**src/rtl/fp_mult_pkg.sv**
```systemverilog
// Shared encodings and parameter helpers for the sequential Booth floating-point multiplier.
package fp_mult_pkg;

  typedef logic [2:0] state_t;
  localparam state_t IDLE   = 3'd0;
  localparam state_t UNPACK = 3'd1;
  localparam state_t MULT   = 3'd2;
  localparam state_t NORM   = 3'd3;
  localparam state_t ROUND  = 3'd4;
  localparam state_t DONE   = 3'd5;

  typedef logic [2:0] booth_sel_t;
  localparam booth_sel_t ZERO = 3'd0;
  localparam booth_sel_t POS1 = 3'd1;
  localparam booth_sel_t POS2 = 3'd2;
  localparam booth_sel_t NEG1 = 3'd3;
  localparam booth_sel_t NEG2 = 3'd4;

  function automatic int unsigned bias_f(int unsigned exp_w);
    return (32'd1 << (exp_w - 1)) - 32'd1;
  endfunction

  function automatic int unsigned iter_f(int unsigned man_w);
    return (man_w + 3) / 2;
  endfunction

  function automatic logic [63:0] qnan_f(int unsigned exp_w, int unsigned man_w);
    logic [63:0] e_ones;
    e_ones = (64'd1 << exp_w) - 64'd1;
    return (e_ones << man_w) | (64'd1 << (man_w - 1));
  endfunction

endpackage

```
**src/rtl/fp_booth_mult_if.sv**
```systemverilog
// Operand/result valid-ready bus of the floating-point multiplier.
interface fp_booth_mult_if #(
  parameter int unsigned W = 16
) ();
  logic         in_valid;
  logic         in_ready;
  logic [W-1:0] a;
  logic [W-1:0] b;
  logic         out_valid;
  logic         out_ready;
  logic [W-1:0] out;

  modport master (output in_valid, a, b, out_ready, input in_ready, out_valid, out);
  modport slave  (input in_valid, a, b, out_ready, output in_ready, out_valid, out);
endinterface

```
**src/rtl/booth_r4_pp.sv**
```systemverilog
// Radix-4 Booth recoder: 3-bit multiplier window to a signed partial product of the multiplicand.
module booth_r4_pp import fp_mult_pkg::*; #(
  parameter int unsigned M = 8
) (
  input  logic [2:0]          win_i,
  input  logic [M-1:0]        mcand_i,
  output logic signed [M+1:0] pp_o
);
  booth_sel_t   sel;
  logic [M+1:0] one_x;
  logic [M+1:0] two_x;

  always_comb begin
    unique case (win_i)
      3'b001, 3'b010: sel = POS1;
      3'b011:         sel = POS2;
      3'b100:         sel = NEG2;
      3'b101, 3'b110: sel = NEG1;
      default:        sel = ZERO;
    endcase
  end

  always_comb begin
    one_x = {2'b00, mcand_i};
    two_x = {1'b0, mcand_i, 1'b0};
    unique case (sel)
      POS1:    pp_o = one_x;
      POS2:    pp_o = two_x;
      NEG1:    pp_o = -one_x;
      NEG2:    pp_o = -two_x;
      default: pp_o = '0;
    endcase
  end
endmodule

```
**src/rtl/fp_booth_mult.sv**
```systemverilog
// Sequential IEEE-style multiplier: radix-4 Booth mantissa loop, normalise, RNE round, specials.
module fp_booth_mult import fp_mult_pkg::*; #(
  parameter int unsigned EXP_W = 8,
  parameter int unsigned MAN_W = 7,
  parameter int unsigned W     = EXP_W + MAN_W + 1
) (
  input  logic           clk,
  input  logic           reset,
  fp_booth_mult_if.slave bus
);
  localparam int unsigned M    = MAN_W + 1;
  localparam int unsigned ITER = iter_f(MAN_W);
  localparam int unsigned SH   = 2 * ITER - M;
  localparam int unsigned AW   = 2 * M + 2;
  localparam int unsigned BW   = 2 * ITER + 1;
  localparam int unsigned CW   = $clog2(ITER + 1);
  localparam int unsigned XW   = EXP_W + 2;
  localparam logic signed [XW-1:0] BIAS    = XW'(bias_f(EXP_W));
  localparam logic signed [XW-1:0] EXP_MAX = XW'((32'd1 << EXP_W) - 32'd1);
  localparam logic [W-1:0]         QNAN    = W'(qnan_f(EXP_W, MAN_W));

  state_t               state_q, state_d;
  logic                 in_ready_q, in_ready_d, out_valid_q, out_valid_d;
  logic [W-1:0]         out_q, out_d, a_q, a_d, b_q, b_d;
  logic                 sign_q, sign_d, spec_q, spec_d, lost_q, lost_d;
  logic signed [XW-1:0] exp_q, exp_d;
  logic [M-1:0]         ma_q, ma_d, man_q, man_d;
  logic [BW-1:0]        mult_q, mult_d;
  logic [AW-1:0]        acc_q, acc_d;
  logic [CW-1:0]        cnt_q, cnt_d;
  logic [2:0]           grs_q, grs_d;

  logic [EXP_W-1:0]     ea, eb;
  logic [MAN_W-1:0]     fa, fb;
  logic                 a_zero, b_zero, a_inf, b_inf, a_nan, b_nan;
  logic signed [M+1:0]  pp;
  logic [AW-1:0]        sum;
  logic [2*M-1:0]       prod;
  logic                 rnd_up;
  logic [M:0]           man_r;
  logic signed [XW-1:0] exp_r;
  logic [MAN_W-1:0]     frac_r;
  logic                 unused_acc;

  assign ea     = a_q[W-2:MAN_W];
  assign eb     = b_q[W-2:MAN_W];
  assign fa     = a_q[MAN_W-1:0];
  assign fb     = b_q[MAN_W-1:0];
  assign a_zero = (ea == '0);
  assign b_zero = (eb == '0);
  assign a_inf  = (ea == '1) && (fa == '0);
  assign b_inf  = (eb == '1) && (fb == '0);
  assign a_nan  = (ea == '1) && (fa != '0);
  assign b_nan  = (eb == '1) && (fb != '0);

  booth_r4_pp #(.M(M)) u_pp (
    .win_i   (mult_q[2:0]),
    .mcand_i (ma_q),
    .pp_o    (pp)
  );

  // Partial product enters at the top; the two bits shifted out each cycle are final product bits.
  assign sum        = acc_q + {pp, {M{1'b0}}};
  assign prod       = {acc_q[2*M-1-SH:0], {SH{1'b0}}};
  assign unused_acc = ^acc_q[AW-1:2*M-SH];

  assign rnd_up = grs_q[2] & (grs_q[1] | grs_q[0] | man_q[0]);
  assign man_r  = {1'b0, man_q} + {{M{1'b0}}, rnd_up};
  assign exp_r  = exp_q + {{(XW-1){1'b0}}, man_r[M]};
  assign frac_r = man_r[M] ? man_r[M-1:1] : man_r[MAN_W-1:0];

  always_comb begin
    state_d = state_q;
    out_d   = out_q;
    a_d     = a_q;
    b_d     = b_q;
    sign_d  = sign_q;
    spec_d  = spec_q;
    lost_d  = lost_q;
    exp_d   = exp_q;
    ma_d    = ma_q;
    man_d   = man_q;
    mult_d  = mult_q;
    acc_d   = acc_q;
    cnt_d   = cnt_q;
    grs_d   = grs_q;
    unique case (state_q)
      IDLE: begin
        if (bus.in_valid && in_ready_q) begin
          a_d     = bus.a;
          b_d     = bus.b;
          state_d = UNPACK;
        end
      end
      UNPACK: begin
        sign_d = a_q[W-1] ^ b_q[W-1];
        exp_d  = $signed({2'b00, ea}) + $signed({2'b00, eb}) - BIAS;
        ma_d   = {1'b1, fa};
        mult_d = {{SH{1'b0}}, 1'b1, fb, 1'b0};
        acc_d  = '0;
        cnt_d  = '0;
        lost_d = 1'b0;
        spec_d = 1'b1;
        if (a_nan || b_nan || (a_inf && b_zero) || (a_zero && b_inf)) begin
          out_d = QNAN;
        end else if (a_inf || b_inf) begin
          out_d = {sign_d, {EXP_W{1'b1}}, {MAN_W{1'b0}}};
        end else if (a_zero || b_zero) begin
          out_d = {sign_d, {(W-1){1'b0}}};
        end else begin
          spec_d = 1'b0;
        end
        // Specials pass through ROUND untouched so they land two edges after accept.
        state_d = spec_d ? ROUND : MULT;
      end
      MULT: begin
        acc_d  = $signed(sum) >>> 2;
        lost_d = lost_q | (|sum[1:0]);
        mult_d = mult_q >> 2;
        cnt_d  = cnt_q + 1'b1;
        if (cnt_q == CW'(ITER - 1)) state_d = NORM;
      end
      NORM: begin
        if (prod[2*M-1]) begin
          man_d = prod[2*M-1:M];
          grs_d = {prod[M-1], prod[M-2], (|prod[M-3:0]) | lost_q};
          exp_d = exp_q + {{(XW-1){1'b0}}, 1'b1};
        end else begin
          man_d = prod[2*M-2:M-1];
          grs_d = {prod[M-2], prod[M-3], (|prod[M-4:0]) | lost_q};
        end
        state_d = ROUND;
      end
      ROUND: begin
        if (!spec_q) begin
          if (exp_r >= EXP_MAX) begin
            out_d = {sign_q, {EXP_W{1'b1}}, {MAN_W{1'b0}}};
          end else if (exp_r[XW-1] || (exp_r == '0)) begin
            out_d = {sign_q, {(W-1){1'b0}}};
          end else begin
            out_d = {sign_q, exp_r[EXP_W-1:0], frac_r};
          end
        end
        state_d = DONE;
      end
      DONE: begin
        if (bus.out_ready) state_d = IDLE;
      end
      default: state_d = IDLE;
    endcase
    in_ready_d  = (state_d == IDLE);
    out_valid_d = (state_d == DONE);
  end

  always_ff @(posedge clk or negedge reset) begin
    if (!reset) begin
      state_q     <= IDLE;
      in_ready_q  <= 1'b0;
      out_valid_q <= 1'b0;
      out_q       <= '0;
      a_q         <= '0;
      b_q         <= '0;
      sign_q      <= 1'b0;
      spec_q      <= 1'b0;
      lost_q      <= 1'b0;
      exp_q       <= '0;
      ma_q        <= '0;
      man_q       <= '0;
      mult_q      <= '0;
      acc_q       <= '0;
      cnt_q       <= '0;
      grs_q       <= '0;
    end else begin
      state_q     <= state_d;
      in_ready_q  <= in_ready_d;
      out_valid_q <= out_valid_d;
      out_q       <= out_d;
      a_q         <= a_d;
      b_q         <= b_d;
      sign_q      <= sign_d;
      spec_q      <= spec_d;
      lost_q      <= lost_d;
      exp_q       <= exp_d;
      ma_q        <= ma_d;
      man_q       <= man_d;
      mult_q      <= mult_d;
      acc_q       <= acc_d;
      cnt_q       <= cnt_d;
      grs_q       <= grs_d;
    end
  end

  assign bus.in_ready  = in_ready_q;
  assign bus.out_valid = out_valid_q;
  assign bus.out       = out_q;
endmodule

```
**src/flat_wrapper.sv**
```systemverilog
// flat-port wrapper written by rule: the top's interface ports become plain ports
module fp_booth_mult_flat import fp_mult_pkg::*;
#(
  parameter int unsigned EXP_W = 8,
  parameter int unsigned MAN_W = 7,
  parameter int unsigned W     = EXP_W + MAN_W + 1
)
  (clk, reset, bus_in_valid, bus_a, bus_b, bus_out_ready, bus_in_ready, bus_out_valid, bus_out);
  fp_booth_mult_if #(.W(W)) bus_i ();
  input  logic clk;
  input  logic reset;
  input wire logic [$bits(bus_i.in_valid)-1:0] bus_in_valid;
  input wire logic [$bits(bus_i.a)-1:0] bus_a;
  input wire logic [$bits(bus_i.b)-1:0] bus_b;
  input wire logic [$bits(bus_i.out_ready)-1:0] bus_out_ready;
  output wire logic [$bits(bus_i.in_ready)-1:0] bus_in_ready;
  output wire logic [$bits(bus_i.out_valid)-1:0] bus_out_valid;
  output wire logic [$bits(bus_i.out)-1:0] bus_out;
  assign bus_i.in_valid = bus_in_valid;
  assign bus_i.a = bus_a;
  assign bus_i.b = bus_b;
  assign bus_i.out_ready = bus_out_ready;
  assign bus_in_ready = bus_i.in_ready;
  assign bus_out_valid = bus_i.out_valid;
  assign bus_out = bus_i.out;
  fp_booth_mult #(.EXP_W(EXP_W), .MAN_W(MAN_W), .W(W)) u_core (.clk(clk), .reset(reset), .bus(bus_i));
endmodule
```
**config.mk**
```make
export PLATFORM = sky130hd
export DESIGN_NAME = fp_booth_mult_flat
export DESIGN_NICKNAME = d
export VERILOG_FILES = /design/src/rtl/fp_mult_pkg.sv /design/src/rtl/fp_booth_mult_if.sv /design/src/rtl/booth_r4_pp.sv /design/src/rtl/fp_booth_mult.sv /design/src/flat_wrapper.sv
export SDC_FILE = /design/constraint.sdc
export NUM_CORES = 1
export LEC_CHECK = 0
export CORE_MARGIN = 8
export CORE_UTILIZATION = 40
export DETAILED_ROUTE_END_ITERATION = 10
export PLACE_DENSITY_LB_ADDON = 0.1
export SETUP_SLACK_MARGIN = 0.1
export SLEW_MARGIN = 0
export SYNTH_ARGS = -nofsm -noshare
export SYNTH_HDL_FRONTEND = slang
export SYNTH_HIERARCHICAL = 1
export SYNTH_SLANG_ARGS = --single-unit
```
**constraint.sdc**
```tcl
create_clock -name clk -period 2.8 [get_ports clk]
set_input_delay 0.56 -clock clk [delete_from_list [all_inputs] [get_ports clk]]
set_output_delay 0.56 -clock clk [all_outputs]
set_load 0.05 [all_outputs]
```
== Word level (Yosys, flattened, before mapping) ==
Cells that the tools add are included.

* Output and inout port bits: 18
* Input port bits: 36
* Word-level logic and storage cells: 115
* Register bits: 117

* $add $sub $neg: 9
* Bitwise logic cells: 7
* Reductions and logical operators: 33
* Magnitude comparators: 1
* Mux-type cells: 27
* Eq/ne operators: 22

{| class="wikitable"
|+ Operators with widths
! kind !! count
|-
| $mux W16 || 4
|-
| $pmux W10 S4 || 1
|-
| $pmux W18 S2 || 1
|-
| $pmux W16 S2 || 1
|-
| $mux W15 || 2
|-
| $eq A3 B3 Y1 const B || 8
|-
| $pmux W11 S2 || 1
|-
| $pmux W10 S2 || 1
|-
| $add A18 B18 Y18 || 1
|-
| $eq A3 B2 Y1 const B || 6
|-
| $pmux W3 S6 || 1
|-
| $eq A8 B8 Y1 const B || 2
|-
| $logic_not A8 Y1 || 2
|-
| $mux W3 || 5
|-
| $logic_not A7 Y1 || 2
|-
| $reduce_bool A7 Y1 || 2
|-
| $pmux W3 S4 || 1
|-
| $add A10 B1 Y10 || 1
|-
| $add A10 B1 Y10 const B || 1
|-
| $ge A10 B9 Y1 const B || 1
|-
| $logic_not A10 Y1 || 1
|-
| $mux W10 || 1
|-
| $neg A8 Y10 || 1
|-
| $neg A9 Y10 || 1
|-
| 25 further kinds || 51
|}

== Depth between registers and ports, before layout ==
Gate-level depths: netlist (run 1).

* Depth after elaboration: 11
* Depth in mapped cells: 14
* Mapped depth without buffers: 13

== Modules after synthesis ==
Netlist (run 1), hierarchy kept.

{| class="wikitable"
|+ Modules (own cells, without submodules)
! module !! area each (um^2) !! cells an instance !! instances !! sequential area each (um^2)
|-
| fp_booth_mult || 5988.2 || 611 || 1 || 2827.7
|-
| booth_r4_pp || 556.8 || 80 || 1 || 0.0
|}

== Worst setup path after synthesis (run 1) ==
No wires, ideal clock.

* Path kind: reg-to-reg
* Start point: register u_core.grs_q[2]
* End point: register u_core.out_q[11] (netlist: u_core/bus.out[11])
* Arrival time: 2.859 ns
* Clock period less this slack: 2.982 ns
* Stages on the path, launching flop included: 15
* Library setup time: 0.123 ns
* Data required time: 2.677 ns
* Slack: -0.182 ns
* Path buffers: 1
* Cell sequence: dfrtp_1 > and2_1 > ha_1 > and3_1 > nand3_1 > inv_1 > ha_1 > ha_1 > buf_2 > nand4_1 > nor2_1 > xnor2_1 > a21boi_0 > nand2b_1 > o221a_2

* Cells in the longest elaborated chain, start to end: 9
* Elaborated cells on any way between the ends: 10
* Classes of those cells: 2 x add/sub; 1 x order compare; 4 x mux; 1 x bitwise; 2 x reduce/logical

{| class="wikitable"
|+ Ends and longest elaborated chain
! element !! RTL line !! text
|-
| start: declaration || fp_booth_mult.sv:31 || <nowiki>logic [2:0] grs_q, grs_d;</nowiki>
|-
| start signal: assignment || fp_booth_mult.sv:189 || <nowiki>grs_q <= grs_d;</nowiki>
|-
| $and A1 B1 Y1 * || fp_booth_mult.sv:67 || <nowiki>assign rnd_up = grs_q[2] & (grs_q[1] | grs_q[0] | man_q[0]);</nowiki>
|-
| $add A8 B1 Y9 * || fp_booth_mult.sv:68 || <nowiki>assign man_r = {1'b0, man_q} + {{M{1'b0}}, rnd_up};</nowiki>
|-
| $add A10 B1 Y10 * || fp_booth_mult.sv:69 || <nowiki>assign exp_r = exp_q + {{(XW-1){1'b0}}, man_r[M]};</nowiki>
|-
| parallel branches: the longest is 3 deep, another holds $ge A10 B9 Y1 || n/a ||
|-
| $mux W15 * || fp_booth_mult.sv:136 || <nowiki>if (exp_r >= EXP_MAX) begin</nowiki>
|-
| $mux W16 * || fp_booth_mult.sv:135 || <nowiki>if (!spec_q) begin</nowiki>
|-
| $pmux W16 S2 * || fp_booth_mult.sv:87 || <nowiki>unique case (state_q)</nowiki>
|-
| end signal: assignment || fp_booth_mult.sv:177 || <nowiki>out_q <= out_d;</nowiki>
|-
| end: declaration || fp_booth_mult.sv:24 || <nowiki>logic [W-1:0] out_q, out_d, a_q, a_d, b_q, b_d;</nowiki>
|}

Mark *: on every way between the ends. The select of a mux whose other input is x is not followed.
A chain may end at the register's enable or synchronous reset.

== Final worst setup path (run 1) ==
* Start point: register u_core.ma_q[0]
* End point: register u_core.acc_q[16]

* Cells in the longest elaborated chain, start to end: 4
* Elaborated cells on any way between the ends: 5
* Classes of those cells: 3 x add/sub; 2 x mux

{| class="wikitable"
|+ Ends and longest elaborated chain
! element !! RTL line !! text
|-
| start: declaration || fp_booth_mult.sv:27 || <nowiki>logic [M-1:0] ma_q, ma_d, man_q, man_d;</nowiki>
|-
| start signal: assignment || fp_booth_mult.sv:184 || <nowiki>ma_q <= ma_d;</nowiki>
|-
| $neg A9 Y10 / $neg A8 Y10 (equally long branches) || booth_r4_pp.sv:30, booth_r4_pp.sv:29 ||
|-
| $pmux W10 S4 * || booth_r4_pp.sv:26 || <nowiki>unique case (sel)</nowiki>
|-
| net u_core.pp[6] || fp_booth_mult.sv:36 || <nowiki>logic signed [M+1:0] pp;</nowiki>
|-
| $add A18 B18 Y18 * || fp_booth_mult.sv:63 || <nowiki>assign sum = acc_q + {pp, {M{1'b0}}};</nowiki>
|-
| $pmux W18 S2 * || fp_booth_mult.sv:87 ||
|-
| end signal: assignment || fp_booth_mult.sv:170 || <nowiki>acc_q <= '0;</nowiki>
|-
| end signal: assignment || fp_booth_mult.sv:187 || <nowiki>acc_q <= acc_d;</nowiki>
|-
| end: declaration || fp_booth_mult.sv:29 || <nowiki>logic [AW-1:0] acc_q, acc_d;</nowiki>
|}

Mark *: on every way through the listed nets, which the timed path passes. The rest lies on a longest branch.

==> flow_summary.toml, run 1 <==
[outcome]
status = "complete, but fails checks"
violations = "setup timing"

[yosys]
yosys.area.top_type_share_pct = 43.2
ys_ff_latch = 113
yosysSeqAreaShare_pct = 43.2
synth_nets = 760
synth-main-ff-cell = "dfrtp_1"
syn_avg_cell_area_um2 = 9.47
synth_largest_area_cell = "dfrtp_1"
syn_inst = 691
async_reset_ff_share_pct = 100
syn-cell-area_um2 = 6550
synthTopCellsByArea = "dfrtp_1, ha_1, nand2_1"
synth_edf_count = 0
yosysWarnings = 6
synthDistinctLibCells = 72

[sta]
fin_skew_ps = 5.56
finalHoldViolations = 0
rsz0062_at_grt = "yes"
finalCritPeriodShare_pct = 107
setup_violations = 1
fmax_mhz = 334
setup_slack_ps = -196
relSlewSlack_pct = 43.5
min_period_ps = 3000
worst_pin_slew_ps = 844
fin_setup_tns_ps = -196
report.final.slew_viol_count = 0

[cells_and_area]
final_common_cell = "dfrtp_1"
stdcell_area_um2 = 8400
layout_common_cells = "dfrtp_1, nand2_1, buf_4"
area_growth_pct = 28.3
final_nets = 854
drive_above_1_share_pct = 20.3
antenna_cells = 0
final_util_pct = 52.7

[flow_run]
timing.max_cap.violations = 0

[placed_design]
gp_congestion = 0.857
place.detailed.hpwl_mm = 11.8
io_buffers = 53
place_worst_setup_slack_ps = -209
post_dp_cell_area_um2 = 7610

[routing]
wl_per_cell_um = 15.7
drt-vias-per-instance = 5.31
drc = 0
firstDrtPassIters = 7
wl_mm = 15.9
drtIter0Drc = 268
ant_nets = 0
vias = 5382

[floorplan]
design.core.area_um2 = 15900
die_height_um = 144
die_w_um = 144
die-area_um2 = 20700
ios = 54
start_util_pct = 41.1
std_cell_rows = 46

[setup_path]
endpoint_kind = "flop"
crit_path_start_kind = "flop"
cp_max_fo = 4
critPathRequiredTime_ps = 3120
arrival_ps = 3320
path_class = "flop to flop"

[clock_tree]
cts.path.max_buffers = 2
cts_inserted_buffers = 17
cts_root_buffer = "clkbuf_16"
clkTransAtPathRegs_ps = 50
ctsHoldBuffers = 0
clock_latency_ps = 410
cts.sinks = 113
cts_tree = "yes"
htree_levels = 4

[power_and_ir_drop]
p_int_mw = 6.54
leakagePower_nw = 3.60
ir_drop_v = 0.000582
pwr-share-comb_pct = 52.7
powerDensity_nw_per_um2 = 1340
power.switching_mw = 4.68
switching_share_pct = 41.7
clkPwrFrac_pct = 18.7
sequentialPowerShare_pct = 28.6

[global_routing]
grt_usage_pct = 16.0
grt_start_max_net_pins = 51
antenna_found_initial = 0
grt_pass1_vias = 5259
grt_overflow = 0
grt_pass1_wl_mm = 26.4

[worst_hold_path]
hp-class = "input pin to async pin"
[worst max-delay path: stages (launching register included)]
cell and delay, ps:
dfrtp_1 360, inv_2 60, ha_4 170, nor4b_4 130
buf_4 150, a21bo_1 200, a32oi_1 210, o311ai_1 140
ha_1 320, a21o_1 180, a22o_1 200, o31a_1 250
or4_1 470, o211ai_1 100
[final cells by class]
type	instances	area, um^2
repair buffers	112	995
clock inverters	10	110
clock buffers	21	470
multi-input cells	522	3650
well taps	216	270
flip-flops and latches	113	2830
fillers	1448	7540
inverters	19	71.3
[cell families after synthesis]
kind of cell | share of synthesized area (%)
AOI/OAI and AO/OA | 17.5
xor gates and xnor gates | 4.15
adders and majority gates | 6.54
buffers and inverters | 3.69
DFF | 43.2
muxes | 7.02
and+or+nand+nor | 17.9
[final timing paths]
path | start | to | slack, ps | depth (start not counted)
max in group asynchronous | reset | u_core/mult_q[2] | 1910 | 2
min in group clk | u_core/mult_q[8] | u_core/mult_q[8] | 480 | 2
worst min-delay path | reset | u_core/bus.out[12] | 150 | 1
worst max register to register | u_core/ma_q[0] | u_core/acc_q[16] | -200 | 13
worst max-delay path | u_core/ma_q[0] | u_core/acc_q[16] | -200 | 13
worst min register to register | u_core/mult_q[8] | u_core/mult_q[8] | 480 | 2
[timing repair]
item	CTS	global route
endpoints found under the setup margin	19	15
pin swaps	8	16
setup buffers	4	3
gates resized for setup	19	19
[stage by stage]
stage / hold slack, ps / power, mW / instances
after floorplan: 264 / 7.13 / 691
after global placement: 461 / 8.82 / 975
after detailed placement: 465 / 8.94 / 975
after CTS: 168 / 11.2 / 1010
after global routing: 191 / 12.2 / 1013
final: 152 / 11.2 / 1013
[cell usage after synthesis (4+ instances only)]
library cell	number
nand3_1	16
a21o_1	7
nand2b_1	7
o21ai_0	46
a31oi_1	16
clkbuf_1	20
nand4_1	11
nor4_1	6
xnor2_1	18
buf_2	13
nor3_1	20
nand2_1	101
o22a_1	5
o22ai_1	4
a211oi_1	4
mux2i_1	11
or4_1	5
inv_1	19
o211ai_1	6
nor2b_1	5
ha_1	31
a21oi_1	40
and2_1	8
nor2_1	42
and3_1	4
xor2_1	13
mux2_2	30
a22o_1	12
dfrtp_1	113
[state kept, by name (all words and copies together) (netlist names)]
signal,flops
u_core/sign_q,1
u_core/mult_q,9
u_core/man_q,8
u_core/bus.out_valid,1
u_core/exp_q,10
u_core/a_q,16
u_core/acc_q,16
u_core/spec_q,1
u_core/ma_q,8
u_core/bus.in_ready,1
u_core/bus.out,16
u_core/grs_q,3
u_core/cnt_q,3
u_core/lost_q,1
u_core/state_q,3
u_core/b_q,16
[per-layer routing]
layer | wire, um | share of wire [%] | vias up | GRT usage [%]
met1 | 7810 | 49 | 2533 | 22.1
met2 | 7210 | 45 | 129 | 24.5
li1 | - | - | 2699 | -
met4 | 209 | 1.3 | 0 | 5.15
met3 | 682 | 4.3 | 21 | 3.32
met5 | 0 | 0 | - | 0
[power by group through the flow]
stage	clock network [mW]	logic, mW	registers [mW]
floorplan	0	3.86	3.27
global placement	0	5.64	3.18
detailed placement	0	5.73	3.20
CTS	2.15	5.87	3.20
global route	2.23	6.61	3.34
finish	2.10	5.91	3.21
(Power assumes the default switching activity.)
==> run 2, diff against run 1 <==
==> constraint.sdc (replaced) <==
create_clock -name clk -period 2.8 [get_ports clk]
set_input_delay 0.56 -clock clk [delete_from_list [all_inputs] [get_ports clk]]
set_output_delay 0.56 -clock clk [all_outputs]
set_load 0.01 [all_outputs]
==> results of run 2 <==
The final DEF is identical to that of run 1. Status: complete, but fails checks: setup timing.
Main changes from that run: total power 11.2 mW -> 10.9 mW; worst IR drop on VDD 0.000582 V -> 0.000580 V
==> run 3, diff against run 2 <==
--- a/config.mk
+++ b/config.mk
@@ -5,7 +5,7 @@
 export SDC_FILE = /design/constraint.sdc
 export NUM_CORES = 1
 export LEC_CHECK = 0
-export CORE_MARGIN = 8
+export CORE_MARGIN = 4
 export CORE_UTILIZATION = 40
 export DETAILED_ROUTE_END_ITERATION = 10
 export PLACE_DENSITY_LB_ADDON = 0.1
@@ -15,3 +15,4 @@
 export SYNTH_HDL_FRONTEND = slang
 export SYNTH_HIERARCHICAL = 1
 export SYNTH_SLANG_ARGS = --single-unit
+export TNS_END_PERCENT = 50
==> flow_summary.toml, run 3 (synthesis gave the netlist of run 1 again) <==
[outcome]
status = "complete, but fails checks"
violations = "setup timing"

[clock_tree]
ctsHoldBuffers = 0
cts.sinks = 113
cts.path.max_buffers = 2
clkTransAtPathRegs_ps = 50
htree_levels = 4
cts_tree = "yes"
cts_root_buffer = "clkbuf_16"
clock_latency_ps = 410
cts_inserted_buffers = 17

[global_routing]
grt_pass1_wl_mm = 27.0
antenna_found_initial = 0
grt_start_max_net_pins = 65
grt_pass1_vias = 5362
grt_overflow = 0
grt_usage_pct = 18.3

[setup_path]
endpoint_kind = "flop"
slowest_stage = "or4_1"
critPathRequiredTime_ps = 3120
crit_path_start_kind = "flop"
path_class = "flop to flop"
slowest_delay_ps = 460
arrival_ps = 3330
path_cells = "inv_2, ha_4, nor4b_4, buf_4, a21bo_1, a32oi_2, o311ai_2, ha_1, a21o_1, a22o_1, o31a_1, or4_1, o211ai_1"
cp_max_fo = 4

[cells_and_area]
register_area_um2 = 2830
area_growth_pct = 29.6
final_nets = 857
layout_common_cells = "dfrtp_1, nand2_1, buf_4"
antenna_cells = 0
drive_above_1_share_pct = 20.8
multi_input_area_um2 = 3690
fill_cells = 1473
stdcell_area_um2 = 8480
final_common_cell = "dfrtp_1"
final_util_pct = 53.2

[sta]
min_period_ps = 3010
finalCritPeriodShare_pct = 107
finalHoldViolations = 0
setup_violations = 1
worst_pin_slew_ps = 815
relSlewSlack_pct = 45.4
fin_skew_ps = 8.92
setup_slack_ps = -208
report.final.slew_viol_count = 0
rsz0062_at_grt = "yes"
fmax_mhz = 332

[worst_hold_path]
hp-class = "input pin to async pin"

[flow_run]
timing.max_cap.violations = 0

[placed_design]
post_dp_cell_area_um2 = 7650
place.detailed.hpwl_mm = 11.8
gp_congestion = 0.850
io_buffers = 53

[routing]
drc = 0
wl_per_cell_um = 15.6
drt-vias-per-instance = 5.29
drtIter0Drc = 227
wl_mm = 15.8
vias = 5382
firstDrtPassIters = 4
ant_nets = 0

[floorplan]
die_w_um = 136
die-area_um2 = 18500
ios = 54
std_cell_rows = 46
die_height_um = 136
start_util_pct = 41.1
design.core.area_um2 = 15900

[power_and_ir_drop]
ir_drop_v = 0.000652
powerDensity_nw_per_um2 = 1310
total_power_mw = 11.1
leakagePower_nw = 3.61
==> run 3: changes by cell type in the layout (fill, tap and decap cells not counted), sizes merged <==
cell	change
buf	+3
bufinv	+1
clkbuf	-2
clkinvlp	+2
==> run 3: layer usage <==
metal,vias to the layer above,track usage (%),wire [um]
li1,2698,-,-
met1,2584,26.8,8070
met2,89,27.5,7020
met3,11,4.11,637
met4,0,4.20,127
met5,-,0,0
==> run 3: layout make-up <==
cell class	count	area share (%)
multi-input cells	522	43.5
flip-flops and latches	113	33.4
repair buffers	115	11.9
clock buffers	19	5.22
well taps	216	3.19
clock inverters	13	1.92
inverters	19	0.841
==> run 3: worst paths after layout <==
path / cells past startpoint / end / from / slack, ps
worst min register to register: 2 / u_core/lost_q / u_core/lost_q / 480
max in group asynchronous: 2 / u_core/mult_q[1] / reset / 2060
min in group clk: 2 / u_core/lost_q / u_core/lost_q / 480
worst max-delay path: 13 / u_core/acc_q[16] / u_core/ma_q[0] / -210
worst max register to register: 13 / u_core/acc_q[16] / u_core/ma_q[0] / -210
worst min-delay path: 1 / u_core/bus.out[12] / reset / 50
==> run 3: worst max-delay path: cells and delay by family (launching register included) <==
| family | cells | cell delay (ps) |
|---|---|---|
| compound gates | 7 | 1300 |
| simple gates | 2 | 600 |
| fa+ha+maj | 2 | 470 |
| flops | 1 | 350 |
| buf+inv | 2 | 200 |
==> run 3: through the flow <==
stage / std cells / setup TNS (ps) / setup WS, ps / hold slack (ps)
after floorplan: 691 / -84.9 / -84.9 / 264
after global placement: 980 / -180 / -134 / 461
after detailed placement: 980 / -186 / -186 / 470
after CTS: 1014 / -130 / -130 / 52.1
after global routing: 1017 / -350 / -350 / 67.6
final: 1017 / -208 / -208 / 51.0
==> run 3: where the power goes <==
part | switching [mW] | internal, mW | total [mW]
Clock | 0.763 | 1.42 | 2.18
Sequential | 0.806 | 2.39 | 3.19
Combinational | 2.87 | 2.87 | 5.73
Total | 4.44 | 6.67 | 11.1
==> run 3: timing repair <==
item / in CTS / in global routing
pin swaps: 8 / 21
setup buffers: 2 / 3
gates cloned: 0 / 0
endpoints found under the setup margin: 15 / 17
resized for setup: 13 / 26
